**src/rtl/pwm_fade_ctrl.sv**
```systemverilog
// pwm_fade_ctrl: bus-programmed fade sequencer mastering the PWM bank write port.
// Define PWM_FADE_IRQ_EN to add the CTRL[3] interrupt enable and drive irq_o.
module pwm_fade_ctrl #(
   parameter int BusWidth   = 32,
   parameter int PwmCtrSize = 8,
   parameter int IdxWidth   = 7
) (
   input  logic                clk_i,
   input  logic                rst_i,
   input  logic                device_req_i,
   input  logic [BusWidth-1:0] device_addr_i,
   input  logic                device_we_i,
   input  logic [3:0]          device_be_i,
   input  logic [BusWidth-1:0] device_wdata_i,
   output logic                device_rvalid_o,
   output logic [BusWidth-1:0] device_rdata_o,
   output logic                pwm_req_o,
   output logic [BusWidth-1:0] pwm_addr_o,
   output logic                pwm_we_o,
   output logic [3:0]          pwm_be_o,
   output logic [BusWidth-1:0] pwm_wdata_o,
   input  logic                pwm_rvalid_i,
   output logic                irq_o
);

   localparam int P = PwmCtrSize;

   typedef enum logic [2:0] {
      IDLE,
      WR_CTR,
      WR_PW,
      DWELL,
      DONE
   } state_e;

   state_e state_q, state_d;

   logic [2:0] reg_sel;
   logic       wr_en;
   logic       sel_ctrl, sel_chan, sel_lvl, sel_tim, sel_stat;
   logic       start_pulse, abort_pulse, start_acc;
   logic       busy;

   logic                loop_q;
   logic                irq_en_rd;
   logic [IdxWidth-1:0] chan_q;
   logic [P-1:0]        lv_start_q, lv_end_q, lv_max_q;
   logic [P-1:0]        step_q;
   logic [15:0]         dwell_q;
   logic                done_q;

   logic [IdxWidth-1:0] sh_idx_q;
   logic [P-1:0]        sh_max_q, sh_step_q;
   logic [15:0]         sh_dwell_q;

   logic [P-1:0] cur_q, cur_d, tgt_q, tgt_d, src_q, src_d;
   logic         dir_q, dir_d;
   logic [15:0]  cnt_q, cnt_d;
   logic         issued_q, issued_d;
   logic         abort_q, abort_d;
   logic         done_set;
   logic         pwm_req;

   logic [P:0]   up_sum, dn_diff;
   logic [P-1:0] next_lvl;

   logic                rvalid_q;
   logic [BusWidth-1:0] rdata_q, rd_mux;
   logic [BusWidth-1:0] pwm_addr, pwm_wdata;

   logic unused_bus;

   assign unused_bus = ^{device_be_i, device_addr_i, device_wdata_i};

   assign reg_sel  = device_addr_i[4:2];
   assign wr_en    = device_req_i & device_we_i;
   assign sel_ctrl = (reg_sel == 3'd0);
   assign sel_chan = (reg_sel == 3'd1);
   assign sel_lvl  = (reg_sel == 3'd2);
   assign sel_tim  = (reg_sel == 3'd3);
   assign sel_stat = (reg_sel == 3'd4);

   assign start_pulse = wr_en & sel_ctrl & device_wdata_i[0];
   assign abort_pulse = wr_en & sel_ctrl & device_wdata_i[1];
   assign busy        = (state_q != IDLE);
   assign start_acc   = start_pulse & ~abort_pulse & ~busy;

`ifdef PWM_FADE_IRQ_EN
   logic irq_en_q;

   // Interrupt enable bit, software writable through CTRL[3]
   always_ff @(posedge clk_i) begin
      if (rst_i) irq_en_q <= 1'b0;
      else if (wr_en & sel_ctrl) irq_en_q <= device_wdata_i[3];
   end

   assign irq_en_rd = irq_en_q;
   assign irq_o     = done_q & irq_en_q;
`else
   assign irq_en_rd = 1'b0;
   assign irq_o     = 1'b0;
`endif

   // Software-visible registers and the sticky DONE flag
   always_ff @(posedge clk_i) begin
      if (rst_i) begin
         loop_q     <= 1'b0;
         chan_q     <= '0;
         lv_start_q <= '0;
         lv_end_q   <= '0;
         lv_max_q   <= '0;
         step_q     <= '0;
         dwell_q    <= '0;
         done_q     <= 1'b0;
      end else begin
         if (wr_en & sel_ctrl) loop_q <= device_wdata_i[2];
         if (wr_en & sel_chan) chan_q <= device_wdata_i[IdxWidth-1:0];
         if (wr_en & sel_lvl) begin
            lv_start_q <= device_wdata_i[P-1:0];
            lv_end_q   <= device_wdata_i[2*P-1:P];
            lv_max_q   <= device_wdata_i[3*P-1:2*P];
         end
         if (wr_en & sel_tim) begin
            step_q  <= device_wdata_i[P-1:0];
            dwell_q <= device_wdata_i[31:16];
         end
         if (done_set) done_q <= 1'b1;
         else if (wr_en & sel_stat & device_wdata_i[1]) done_q <= 1'b0;
      end
   end

   // Register read mux; unmapped offsets fall through to zero
   always_comb begin
      rd_mux = '0;
      case (reg_sel)
         3'd0: begin
            rd_mux[2] = loop_q;
            rd_mux[3] = irq_en_rd;
         end
         3'd1: rd_mux[IdxWidth-1:0] = chan_q;
         3'd2: begin
            rd_mux[P-1:0]     = lv_start_q;
            rd_mux[2*P-1:P]   = lv_end_q;
            rd_mux[3*P-1:2*P] = lv_max_q;
         end
         3'd3: begin
            rd_mux[P-1:0] = step_q;
            rd_mux[31:16] = dwell_q;
         end
         3'd4: begin
            rd_mux[0] = busy;
            rd_mux[1] = done_q;
         end
         default: rd_mux = '0;
      endcase
   end

   // Slave response: one cycle after every request
   always_ff @(posedge clk_i) begin
      if (rst_i) begin
         rvalid_q <= 1'b0;
         rdata_q  <= '0;
      end else begin
         rvalid_q <= device_req_i;
         rdata_q  <= (device_req_i & ~device_we_i) ? rd_mux : '0;
      end
   end

   assign device_rvalid_o = rvalid_q;
   assign device_rdata_o  = rdata_q;

   // Shadow copies frozen at START so software may rewrite mid-fade
   always_ff @(posedge clk_i) begin
      if (rst_i) begin
         sh_idx_q   <= '0;
         sh_max_q   <= '0;
         sh_step_q  <= '0;
         sh_dwell_q <= '0;
      end else if (start_acc) begin
         sh_idx_q   <= chan_q;
         sh_max_q   <= lv_max_q;
         sh_step_q  <= (step_q == '0) ? P'(1) : step_q;
         sh_dwell_q <= (dwell_q == '0) ? 16'd1 : dwell_q;
      end
   end

   // Next level one step toward the target, clamped so it never passes it
   always_comb begin
      up_sum  = {1'b0, cur_q} + {1'b0, sh_step_q};
      dn_diff = {1'b0, cur_q} - {1'b0, sh_step_q};
      if (dir_q) begin
         if (up_sum >= {1'b0, tgt_q}) next_lvl = tgt_q;
         else next_lvl = up_sum[P-1:0];
      end else begin
         if (dn_diff[P] || (dn_diff[P-1:0] <= tgt_q)) next_lvl = tgt_q;
         else next_lvl = dn_diff[P-1:0];
      end
   end

   // FSM state and datapath registers
   always_ff @(posedge clk_i) begin
      if (rst_i) begin
         state_q  <= IDLE;
         cur_q    <= '0;
         tgt_q    <= '0;
         src_q    <= '0;
         dir_q    <= 1'b0;
         cnt_q    <= '0;
         issued_q <= 1'b0;
         abort_q  <= 1'b0;
      end else begin
         state_q  <= state_d;
         cur_q    <= cur_d;
         tgt_q    <= tgt_d;
         src_q    <= src_d;
         dir_q    <= dir_d;
         cnt_q    <= cnt_d;
         issued_q <= issued_d;
         abort_q  <= abort_d;
      end
   end

   // FSM next state; abort drains an outstanding request before idling
   always_comb begin
      state_d  = state_q;
      cur_d    = cur_q;
      tgt_d    = tgt_q;
      src_d    = src_q;
      dir_d    = dir_q;
      cnt_d    = cnt_q;
      issued_d = issued_q;
      abort_d  = abort_q;
      done_set = 1'b0;
      pwm_req  = 1'b0;
      if (busy && (abort_pulse || abort_q)) begin
         if (issued_q && !pwm_rvalid_i) begin
            abort_d = 1'b1;
         end else begin
            state_d  = IDLE;
            issued_d = 1'b0;
            abort_d  = 1'b0;
         end
      end else begin
         unique case (state_q)
            IDLE: begin
               if (start_acc) begin
                  state_d  = WR_CTR;
                  cur_d    = lv_start_q;
                  tgt_d    = lv_end_q;
                  src_d    = lv_start_q;
                  dir_d    = (lv_end_q >= lv_start_q);
                  issued_d = 1'b0;
               end
            end
            WR_CTR, WR_PW: begin
               if (!issued_q) begin
                  pwm_req  = 1'b1;
                  issued_d = 1'b1;
               end else if (pwm_rvalid_i) begin
                  issued_d = 1'b0;
                  if (state_q == WR_CTR) begin
                     state_d = WR_PW;
                  end else if (cur_q == tgt_q) begin
                     state_d = DONE;
                  end else begin
                     state_d = DWELL;
                     cnt_d   = '0;
                  end
               end
            end
            DWELL: begin
               if (cnt_q == sh_dwell_q - 16'd1) begin
                  cur_d   = next_lvl;
                  state_d = WR_PW;
               end else begin
                  cnt_d = cnt_q + 16'd1;
               end
            end
            DONE: begin
               done_set = 1'b1;
               if (loop_q) begin
                  tgt_d   = src_q;
                  src_d   = tgt_q;
                  dir_d   = ~dir_q;
                  cnt_d   = '0;
                  state_d = DWELL;
               end else begin
                  state_d = IDLE;
               end
            end
            default: state_d = IDLE;
         endcase
      end
   end

   // PWM write address/data for the current request
   always_comb begin
      pwm_addr  = '0;
      pwm_wdata = '0;
      pwm_addr[IdxWidth+2:3] = sh_idx_q;
      pwm_addr[2]            = (state_q == WR_CTR);
      pwm_wdata[P-1:0] = (state_q == WR_CTR) ? sh_max_q : cur_q;
   end

   assign pwm_req_o   = pwm_req;
   assign pwm_we_o    = pwm_req;
   assign pwm_be_o    = pwm_req ? 4'hF : 4'h0;
   assign pwm_addr_o  = pwm_req ? pwm_addr : '0;
   assign pwm_wdata_o = pwm_req ? pwm_wdata : '0;

endmodule

```
**config.mk**
```make
export PLATFORM = sky130hd
export DESIGN_NAME = pwm_fade_ctrl
export DESIGN_NICKNAME = d
export VERILOG_FILES = /design/src/rtl/pwm_fade_ctrl.sv
export SDC_FILE = /design/constraint.sdc
export NUM_CORES = 1
export LEC_CHECK = 0
export BUFFER_PORTS_ARGS = -buffer_cell sky130_fd_sc_hd__buf_2
export CAP_MARGIN = 25
export CORE_ASPECT_RATIO = 1.75
export CORE_UTILIZATION = 56
export CTS_BUF_LIST = sky130_fd_sc_hd__clkbuf_4
export DETAILED_ROUTE_END_ITERATION = 10
export PLACE_DENSITY = 0.81
export SYNTH_ARGS = -nofsm -noshare
export SYNTH_HDL_FRONTEND = slang
export SYNTH_SLANG_ARGS = --single-unit
```
**constraint.sdc**
```tcl
create_clock -name clk_i -period 5.5 [get_ports clk_i]
set_input_delay 1.1 -clock clk_i [delete_from_list [all_inputs] [get_ports clk_i]]
set_output_delay 1.1 -clock clk_i [all_outputs]
set_load 0.03 [all_outputs]
```
# [Yosys cells after proc, flatten, opt, wreduce, memory -nomap -nowiden]
# Index checks and enable logic that the tools add are counted.
# W data, S select, Z words.
[word_totals] reg_bits=175 elab_cells=154
[op_classes] bitwise=20 magnitude_cmp=3 eq_ne=23 n_addsub=4 n_mux=56 reduce_logical=24
[op_table] op="$mux W16" n=7
[op_table] op="$mux W8" n=11
[op_table] op="$pmux W8 S2" n=4
[op_table] op="$pmux W16 S3" n=1
[op_table] op="$mux W3" n=8
[op_table] op="$ne A2 B2 Y1 const B" n=9
[op_table] op="$add A16 B1 Y16 const B" n=1
[op_table] op="$eq A16 B16 Y1" n=1
[op_table] op="$logic_not A16 Y1" n=1
[op_table] op="$pmux W2 S4" n=2
[op_table] op="$sub A16 B1 Y16 const B" n=1
[op_table] op="$mux W1" n=15
[op_table] op="$and A1 B1 Y1" n=12
[op_table] op="$eq A3 B2 Y1 const B" n=4
[op_table] op="$ne A3 B3 Y1 const B" n=4
[op_table] op="$pmux W3 S4" n=1
[op_table] op="$mux W10" n=1
[op_table] op="$add A8 B8 Y9" n=1
[op_table] op="$ge A9 B8 Y1" n=1
[op_table] op="$pmux W3 S3" n=1
[op_table] op="$reduce_bool A3 Y1" n=3
[op_table] op="$sub A8 B8 Y9" n=1
[op_table] op="$eq A8 B8 Y1" n=1
[op_table] op="$ge A8 B8 Y1" n=1
[op_table] op="other kinds (19)" n=38

# [Depth between registers and ports, before layout]
# Gate-level depths: netlist of the first run.
[depth] word_depth=9 ltp_mapped=16

# [Worst setup path after synthesis of the first run]
# No wires, ideal clock.
[synth_path] path_kind="input port to output port" from="input device_addr_i[3]" to="output pwm_addr_o[2]" path_buffers=2 path_stages=8 required_time_ps=4400 arrival_time_ps=3255 setup_slack_ps=1145 cell_sequence="clkbuf_1 nor4_1 a21o_1 or3_1 or2_2 clkbuf_1 inv_1 and2_1"
[synth_between] elab_chain_cells=7
[synth_lines] item="start, declared" line_no="11" source="input logic [BusWidth-1:0] device_addr_i,"
[synth_lines] item="$logic_not A3 Y1" line_no="77" source="assign sel_ctrl = (reg_sel == 3'd0);"
[synth_lines] item="$and A1 B1 Y1 (2 in a row)" line_no="84" source="assign abort_pulse = wr_en & sel_ctrl & device_wdata_i[1];"
[synth_lines] item="$logic_or A1 B1 Y1" line_no="235" source="if (busy && (abort_pulse || abort_q)) begin"
[synth_lines] item="$logic_and A1 B1 Y1" line_no="235"
[synth_lines] item="$mux W1" line_no="235"
[synth_lines] item="net pwm_req_o" line_no="17" source="output logic pwm_req_o,"
[synth_lines] item="$mux W10" line_no="308" source="assign pwm_addr_o = pwm_req ? pwm_addr : '0;"
[synth_lines] item="end, declared" line_no="18" source="output logic [BusWidth-1:0] pwm_addr_o,"
# The timed path passes the listed nets, and every way through them passes these cells.

# [Worst setup path in the final report of the first run]
[layout_path] from="input device_req_i" to="output pwm_addr_o[5]"
[layout_between] elab_chain_cells=7
[layout_lines] item="start, declared" line_no="10" source="input logic device_req_i,"
[layout_lines] item="$and A1 B1 Y1" line_no="76" source="assign wr_en = device_req_i & device_we_i;"
[layout_lines] item="$and A1 B1 Y1 (2 in a row)" line_no="84"
[layout_lines] item="$logic_or A1 B1 Y1" line_no="235"
[layout_lines] item="$logic_and A1 B1 Y1" line_no="235"
[layout_lines] item="$mux W1" line_no="235"
[layout_lines] item="$mux W10" line_no="308"
# Every way passes these cells.

==> qor.csv, run 1 <==
stage,metric,value,unit
die,dieArea,17300,µm²
setup_path,rr_worst_depth,16,
place,hpwl,17700,µm
min_path,min_path_cells,2,
sta,period_minus_slack,4.40,ns
detailed_routing,drt_wl_total,23400,µm
place,place.port_buffers,94,
pwr,p_clk_share,29.8,%
clocking,hold_buffers,0,
logic_synthesis,synth_edf_count,0,
clocking,cts_buffer_depth,2,
die,fp.dieH,173,µm
layout,area_growth,6.50,%
job,maxCapViolations,0,
detailed_routing,first_pass_iters,8,
sta,finalSetupViolCount,0,
grt,overflow,0,
clocking,h-tree-depth,4,
clocking,cts.sinks,175,
pwr,power_density,233,nW/µm²
detailed_routing,vias,8320,
sta,maxSlewViolCount,0,
sta,finalHoldViolations,0,
detailed_routing,route.detailed.drc,0,
clocking,numCtsBuffers,17,
die,core,16400,µm²
logic_synthesis,async_flop_share,0,%
place,place.gp.congestion,0.958,
layout,final_common_cell,nand2_1,
pwr,ir_drop,0.293,mV
clocking,clkTransAtPathRegs,0.16,ns
layout,utilization,60.8,%
place,dpl_cell_area,9740,µm²
setup_path,cp_max_fo,14,
grt,antenna_found_initial,1,
pwr,p_seq_share,55.9,%
layout,drive_gt1_share,12.2,%
sta,finalCritPeriodShare,80.0,%
pwr,total_power,2330,µW
logic_synthesis,synthCells,1183,
sta,clock.fmax,227,MHz
grt,grt_pass1_wl,38300,µm
sta,slew_headroom,36.4,%
setup_path,reg2reg_slack,1.42,ns
logic_synthesis,avgSynthCellArea,7.94,µm²
clocking,clk_latency,0.59,ns
layout,layout.nets,1346,
grt,grt_usage,27.8,%
detailed_routing,drt_iter0_drc,556,
die,fp-row-count,62,
logic_synthesis,seq_area_frac_synth,37.3,%
logic_synthesis,ys_warn_count,0,
setup_path,end_kind,output port,
setup_path,r2r_start,cur_q[0]$_SDFFE_PP0P_,
setup_path,start_kind,input pin,
setup_path,crit_required,4.40,ns
logic_synthesis,synthFlopType,dfxtp_1,
setup_path,timing.rr.end,cur_q[4]$_SDFFE_PP0P_,
sta,setup_tns,0,ns
die,die_w,99.9,µm
pwr,internal_power,1580,µW
pwr,p_leak,0.00381,µW
logic_synthesis,syn_area,9400,µm²
setup_path,crit_arrival,3.30,ns
logic_synthesis,synth_seq_cells,175,
detailed_routing,wl_per_cell,15.9,µm
die,io_pins,177,
detailed_routing,ant_nets,0,
grt,grt_max_degree,78,
detailed_routing,viasPerCell,5.67,
layout,final_cell_area,10000,µm²
setup_path,critical_path_class,input pin to output port,
clocking,cts_tree,built,
min_path,hold_end,sh_idx_q[1]$_SDFFE_PP0P_,
run_status,status,"finished, final reports clean",
sta,rsz0062_at_grt,no,
die,start_util,57.1,%
pwr,p_switching,750,µW
layout,final_cell_mix,"nand2_1 (201), dfxtp_1 (175), a21oi_1 (147)",
clocking,post-cts-setup-buffers,0,
pwr,switching_share,32.2,%
clocking,cts_resized,0,
pwr,combPwrFrac,14.2,%
min_path,min_path_type,flip-flop to flip-flop,
sta,hold_slack,0.470,ns
sta,tightest_slew,0.952,ns
grt,grt_pass1_vias,7903,
clocking,root_buffer,clkbuf_4,
min_path,min_from,sh_idx_q[1]$_SDFFE_PP0P_,
sta,skew,0.0237,ns
logic_synthesis,ys_types,68,
[sequential cells by signal, summed over array words and instances (netlist names), 8 cells and up]
| name | count |
|---|---|
| cur_q | 8 |
| src_q | 8 |
| lv_end_q | 8 |
| sh_max_q | 8 |
| dwell_q | 16 |
| lv_start_q | 8 |
| device_rdata_o | 32 |
| sh_dwell_q | 16 |
| cnt_q | 16 |
| tgt_q | 8 |
| step_q | 8 |
| lv_max_q | 8 |
| sh_step_q | 8 |
[final cells by class]
| type | count | area (µm²) |
|---|---|---|
| Antenna cell | 1 | 2.50 |
| Clock buffer | 17 | 128 |
| Clock inverter | 15 | 140 |
| Fill cell | 1546 | 6440 |
| Inverter | 37 | 139 |
| Multi-Input combinational cell | 892 | 5250 |
| Sequential cell | 175 | 3500 |
| Tap cell | 224 | 280 |
| Timing Repair Buffer | 106 | 563 |
[power by group through the flow]
stage / Sequential (µW) / Clock, µW / Combinational (µW)
floorplan: 1320 / 0 / 302
global placement: 1330 / 0 / 324
detailed placement: 1330 / 0 / 328
CTS: 1300 / 717 / 329
global route: 1310 / 757 / 358
finish: 1300 / 696 / 332
[stage by stage]
stage | instances | setup WS [ns]
floorplan | 1231 | 1.15
global placement | 1434 | 1.17
detailed placement | 1434 | 1.14
CTS | 1466 | 1.12
global route | 1467 | 0.958
finish | 1467 | 1.10
[worst max-delay path by stage]
stage / from / to / slack, ns / cells after the start
final: device_req_i / pwm_addr_o[5] / 1.10 / 10
after global routing: device_req_i / pwm_addr_o[8] / 0.96 / 10
after CTS: device_req_i / pwm_addr_o[5] / 1.12 / 10
after detailed placement: device_req_i / pwm_addr_o[5] / 1.14 / 10
after global placement: device_req_i / pwm_addr_o[2] / 1.17 / 10
after floorplan: device_addr_i[3] / pwm_addr_o[2] / 1.15 / 8
[critical path, cell delays in order]
cell	delay [ns]
buf_2	0.10
nand2_1	0.15
nor4_1	0.08
buf_4	0.17
a21o_1	0.24
or3_1	0.37
or2_2	0.36
inv_1	0.33
and2_1	0.19
buf_2	0.20
[per-layer routing]
metal | vias up | global-route usage [%] | part of all wire, %
li1 | 4080 | - | -
met1 | 3880 | 31.1 | 39
met2 | 286 | 49.7 | 52
met3 | 74 | 4.48 | 5.0
met4 | 0 | 14.7 | 4.6
met5 | - | 0 | 0
[cells by family (layout without fill, tap and decap cells)]
family	after synthesis	in the layout	synth area share [%]
AO/OA/AOI/OAI	271	271	17.4
XOR/XNOR	40	40	3.73
adder cells (fa/ha/maj)	44	44	6.02
buffers and inverters	164	175	8.90
flip-flops	175	175	37.3
multiplexers	46	46	5.03
other	1	50	0.0399
AND/OR/NAND/NOR	442	442	21.5
[synthesized netlist by cell type, types with 7 or more instances]
cell type / n / area [µm²]
inv_1: 35 / 131
and3_1: 14 / 87.6
o21ai_0: 29 / 145
clkbuf_1: 63 / 236
xor2_1: 18 / 158
ha_1: 42 / 526
nor2b_1: 12 / 75.1
or4_1: 12 / 90.1
and2_1: 18 / 113
a31oi_1: 8 / 50.1
nand4_1: 8 / 50.1
nand2b_1: 7 / 43.8
nor4_1: 11 / 68.8
nand3_1: 15 / 75.1
nor3_1: 16 / 80.1
xnor2_1: 22 / 193
o21a_1: 7 / 52.6
buf_4: 54 / 405
nor2_1: 98 / 368
mux2i_1: 45 / 450
nand2_1: 201 / 754
a21oi_1: 147 / 736
a21o_1: 7 / 52.6
or3_1: 11 / 68.8
dfxtp_1: 175 / 3500
a211oi_1: 20 / 150
No activity file was read; power rests on OpenSTA's default activity.
==> run 2: changes to the inputs <==
- CORE_UTILIZATION: 56 -> 52
- PLACE_DENSITY: 0.81 -> 0.8
- clock period: 5.5 -> 3.8 ns (I/O delays scaled with it)
==> qor.csv, run 2 (synthesis gave the netlist of run 1 again) <==
stage,metric,value,unit
grt,grt_usage,26.3,%
die,io_pins,177,
clocking,numCtsBuffers,17,
place,place.gp.congestion,0.958,
grt,grt_pass1_wl,39400,µm
sta,skew,0.0293,ns
detailed_routing,vias,8505,
detailed_routing,drt_wl_total,24700,µm
setup_path,crit_required,4.34,ns
detailed_routing,first_pass_iters,6,
detailed_routing,wl_per_cell,16.5,µm
grt,grt_pass1_vias,7951,
detailed_routing,viasPerCell,5.69,
layout,fillers,1621,
clocking,cts_buffer_depth,2,
clocking,clkTransAtPathRegs,0.15,ns
sta,finalHoldViolations,0,
sta,period_minus_slack,3.66,ns
sta,hold_slack,0.342,ns
setup_path,critical_path_class,flip-flop to flip-flop,
min_path,min_from,rst_i,
detailed_routing,ant_nets,0,
setup_path,start_kind,flip-flop,
layout,utilization,58.1,%
detailed_routing,drt_iter0_drc,544,
layout,final_cell_mix,"nand2_1 (201), dfxtp_1 (173), a21oi_1 (145)",
clocking,cts.sinks,175,
clocking,cts_tree,built,
die,start_util,53.3,%
sta,finalCritPeriodShare,96.3,%
sta,maxSlewViolCount,0,
clocking,clk_latency,0.59,ns
clocking,h-tree-depth,4,
run_status,status,"finished, final reports clean",
layout,layout.nets,1369,
sta,clock.fmax,273,MHz
pwr,power_density,335,nW/µm²
grt,overflow,0,
place,placed_cells,1463,
pwr,ir_drop,0.395,mV
sta,finalSetupViolCount,0,
setup_path,r2r_start,sh_dwell_q[0]$_SDFFE_PP0P_,
job,maxCapViolations,0,
layout,stdcell_count,1496,
setup_path,end_kind,flip-flop,
min_path,min_path_type,input pin to flip-flop,
setup_path,startpoint,sh_dwell_q[0]$_SDFFE_PP0P_,
grt,grt_max_degree,73,
sta,tightest_slew,0.904,ns
die,fp-row-count,64,
layout,largest_reg_flops,32,
setup_path,cp_max_fo,13,
detailed_routing,route.detailed.drc,0,
setup_path,reg2reg_slack,0.14,ns
clocking,root_buffer,clkbuf_4,
sta,setup_tns,0,ns
setup_path,crit_arrival,4.20,ns
layout,drive_gt1_share,14.6,%
layout,final_common_cell,nand2_1,
die,fp.dieH,180,µm
die,core,17600,µm²
sta,slew_headroom,39.7,%
pwr,p_leak,0.00393,µW
grt,antenna_found_initial,1,
die,die_w,104,µm
layout,area_growth,8.88,%
place,hpwl,18500,µm
die,dieArea,18600,µm²
place,place.port_buffers,94,
run 2: area by class of cell:
type                            instances  area [µm²]  area share (%)
Multi-Input combinational cell        892        5290            51.7
Sequential cell                       175        3510            34.3
Timing Repair Buffer                  129         736            7.19
Tap cell                              231         289            2.83
Clock buffer                           20         150            1.47
Inverter                               37         139            1.36
Clock inverter                         11         115            1.13
Antenna cell                            1        2.50          0.0245
run 2: worst max-delay path, cell delays in order (launching register included):
cell and delay, ns:
dfxtp_1 0.38, or4_4 0.62, or4b_1 0.54, a2111oi_2 0.44, nand4_1 0.14, a2111o_1 0.43
o21a_2 0.33, or4_1 0.59, a21oi_2 0.13
run 2: final timing paths:
kind | to | cells past startpoint
worst min register to register | sh_idx_q[3]$_SDFFE_PP0P_ | 2
worst min-delay path | device_rvalid_o$_SDFF_PP0_ | 2
worst max register to register | cur_q[4]$_SDFFE_PP0P_ | 8
worst max-delay path | cur_q[4]$_SDFFE_PP0P_ | 8
run 2: timing repair:
action | in CTS | in global routing
resized for setup | 0 | 17
buffers inserted | 0 | 1
hold buffers | 0 | 0
endpoints found under the setup margin | 0 | 5
run 2: stage by stage:
step / power (µW) / setup WS (ns) / cell area [µm²]
after CTS: 3420 / 0.00943 / 10200
after floorplan: 2350 / 0.125 / 9580
after global placement: 2400 / 0.0826 / 9910
final: 3420 / 0.141 / 10200
after detailed placement: 2410 / 0.0380 / 9910
after global routing: 3550 / -0.0257 / 10200
run 2: metal layers:
layer / track usage [%] / vias up / share of wire, %
li1: - / 4135 / -
met5: 1.06 / - / 0
met4: 15.9 / 0 / 4.7
met3: 3.55 / 62 / 4.9
met2: 47.8 / 315 / 52
met1: 28.5 / 3993 / 39
run 2: power breakdown:
group | switching (µW) | leakage (µW) | internal (µW)
sequential | 31.2 | 0.00141 | 1860
combinational | 350 | 0.00237 | 146
clock | 635 | 0.000146 | 405
total | 1020 | 0.00393 | 2410
==> run 3: changes to the inputs <==
--- a/config.mk
+++ b/config.mk
@@ -13,2 +13,3 @@
 export DETAILED_ROUTE_END_ITERATION = 10
+export GPL_ROUTABILITY_DRIVEN = 0
 export PLACE_DENSITY = 0.8
--- a/constraint.sdc
+++ b/constraint.sdc
@@ -3,2 +3,2 @@
 set_output_delay 0.76 -clock clk_i [all_outputs]
-set_load 0.03 [all_outputs]
+set_load 0.05 [all_outputs]
==> qor.csv, run 3 (synthesis gave the netlist of run 1 again) <==
stage,metric,value,unit
grt,grt_pass1_wl,39800,µm
place,hpwl,18300,µm
layout,largest_reg_flops,32,
sta,clock.fmax,270,MHz
sta,slew_headroom,35.0,%
detailed_routing,drt_iter0_drc,591,
clocking,numCtsBuffers,17,
die,io_pins,177,
detailed_routing,route.detailed.drc,0,
die,dieArea,18600,µm²
die,fp-row-count,64,
layout,stdcell_count,1504,
grt,grt_pass1_vias,8054,
sta,period_minus_slack,3.70,ns
pwr,p_leak,0.00396,µW
detailed_routing,drt_wl_total,24500,µm
detailed_routing,wl_per_cell,16.3,µm
pwr,p_seq_share,53.8,%
detailed_routing,vias,8520,
layout,final_cell_mix,"nand2_1 (201), dfxtp_1 (175), a21oi_1 (146)",
place,dp_worst_setup_slack,0.102,ns
die,die_w,104,µm
clocking,clk_latency,0.61,ns
clocking,cts.sinks,175,
setup_path,crit_required,4.25,ns
sta,hold_slack,0.343,ns
sta,setup_ws,0.0966,ns
pwr,p_clk_share,29.2,%
layout,layout.nets,1376,
pwr,ir_drop,0.463,mV
layout,final_cell_area,10300,µm²
grt,antenna_found_initial,1,
pwr,power_density,340,nW/µm²
die,fp.dieH,180,µm
clocking,clkTransAtPathRegs,0.15,ns
place,dpl_cell_area,9970,µm²
detailed_routing,first_pass_iters,6,
sta,tightest_slew,0.975,ns
grt,grt_usage,26.4,%
clocking,h-tree-depth,4,
sta,finalCritPeriodShare,97.5,%
sta,finalHoldViolations,0,
detailed_routing,viasPerCell,5.66,
job,maxCapViolations,0,
run_status,status,"finished, final reports clean",
min_path,min_path_type,input pin to flip-flop,
grt,overflow,0,
clocking,cts_tree,built,
clocking,root_buffer,clkbuf_4,
pwr,switching_share,34.4,%
setup_path,cp_max_fo,8,
grt,grt_max_degree,87,
pwr,total_power,3510,µW
detailed_routing,ant_nets,0,
layout,area_growth,9.72,%
pwr,internal_power,2300,µW
sta,maxSlewViolCount,0,
layout,fillers,1580,
clocking,cts_buffer_depth,2,
die,core,17600,µm²
setup_path,end_kind,flip-flop,
die,start_util,53.3,%
layout,final_common_cell,nand2_1,
setup_path,critical_path_class,flip-flop to flip-flop,
layout,drive_gt1_share,15.3,%
sta,finalSetupViolCount,0,
place,place.port_buffers,94,
setup_path,start_kind,flip-flop,
place,placed_cells,1468,
sta,skew,0.0256,ns
setup_path,crit_arrival,4.15,ns
pwr,combPwrFrac,16.9,%
pwr,p_switching,1210,µW
run 3: worst paths after layout:
kind | startpoint | end | slack (ns) | depth (start not counted)
setup / recovery | cur_q[0]$_SDFFE_PP0P_ | cur_q[0]$_SDFFE_PP0P_ | 0.1 | 17
hold reg to reg | lv_end_q[0]$_SDFFE_PP0P_ | lv_end_q[0]$_SDFFE_PP0P_ | 0.47 | 2
setup reg to reg | cur_q[0]$_SDFFE_PP0P_ | cur_q[0]$_SDFFE_PP0P_ | 0.1 | 17
hold / removal | rst_i | device_rvalid_o$_SDFF_PP0_ | 0.34 | 2
run 3: routing by layer:
metal / global-route usage, % / vias up / part of all wire [%]
li1: - / 4136 / -
met5: 0 / - / 0
met2: 45.7 / 337 / 50
met4: 17.6 / 0 / 5.3
met1: 29.9 / 3959 / 39
met3: 3.92 / 88 / 5.3
run 3: metrics by stage:
step / TNS (ns) / utilization (%)
2_1_floorplan: 0 / -
3_3_place_gp: 0 / 56.6
3_5_place_dp: 0 / 56.6
4_1_cts: 0 / 58.2
5_1_grt: -0.0484 / 58.5
6_report: 0 / 58.5
run 3: layout make-up:
class | count | area, µm² | area share [%]
sequential | 175 | 3500 | 34.0
antenna | 1 | 2.50 | 0.0243
clock inverter | 15 | 148 | 1.43
inverter | 37 | 143 | 1.38
clock buffer | 17 | 128 | 1.24
multi-input combinational | 892 | 5300 | 51.4
tap | 231 | 289 | 2.80
timing repair buffer | 136 | 801 | 7.77
run 3: repair_timing:
action,4_1_cts,5_1_grt
setup buffers,0,3
gates resized for setup,0,13
setup endpoints to repair,0,8
hold buffers,0,0
run 3: critical path, cell delays in order, from the launching register on:
cell      delay, ns
dfxtp_1        0.34
inv_1          0.07
ha_2           0.17
inv_1          0.05
fa_2           0.35
a21o_1         0.18
a221oi_1       0.27
buf_4          0.17
xnor2_1        0.09
ha_1           0.32
nand4_1        0.12
o221ai_1       0.19
a21oi_1        0.09
o21a_2         0.18
buf_4          0.15
o21ai_0        0.15
o311ai_0       0.15
a311oi_1       0.51
run 3: power by group through the flow:
stage / Sequential, µW / Combinational, µW / Clock (µW)
final: 1890 / 594 / 1020
after global placement: 1920 / 574 / 0
after global routing: 1890 / 626 / 1110
after CTS: 1890 / 584 / 1050
after floorplan: 1910 / 528 / 0
after detailed placement: 1930 / 582 / 0
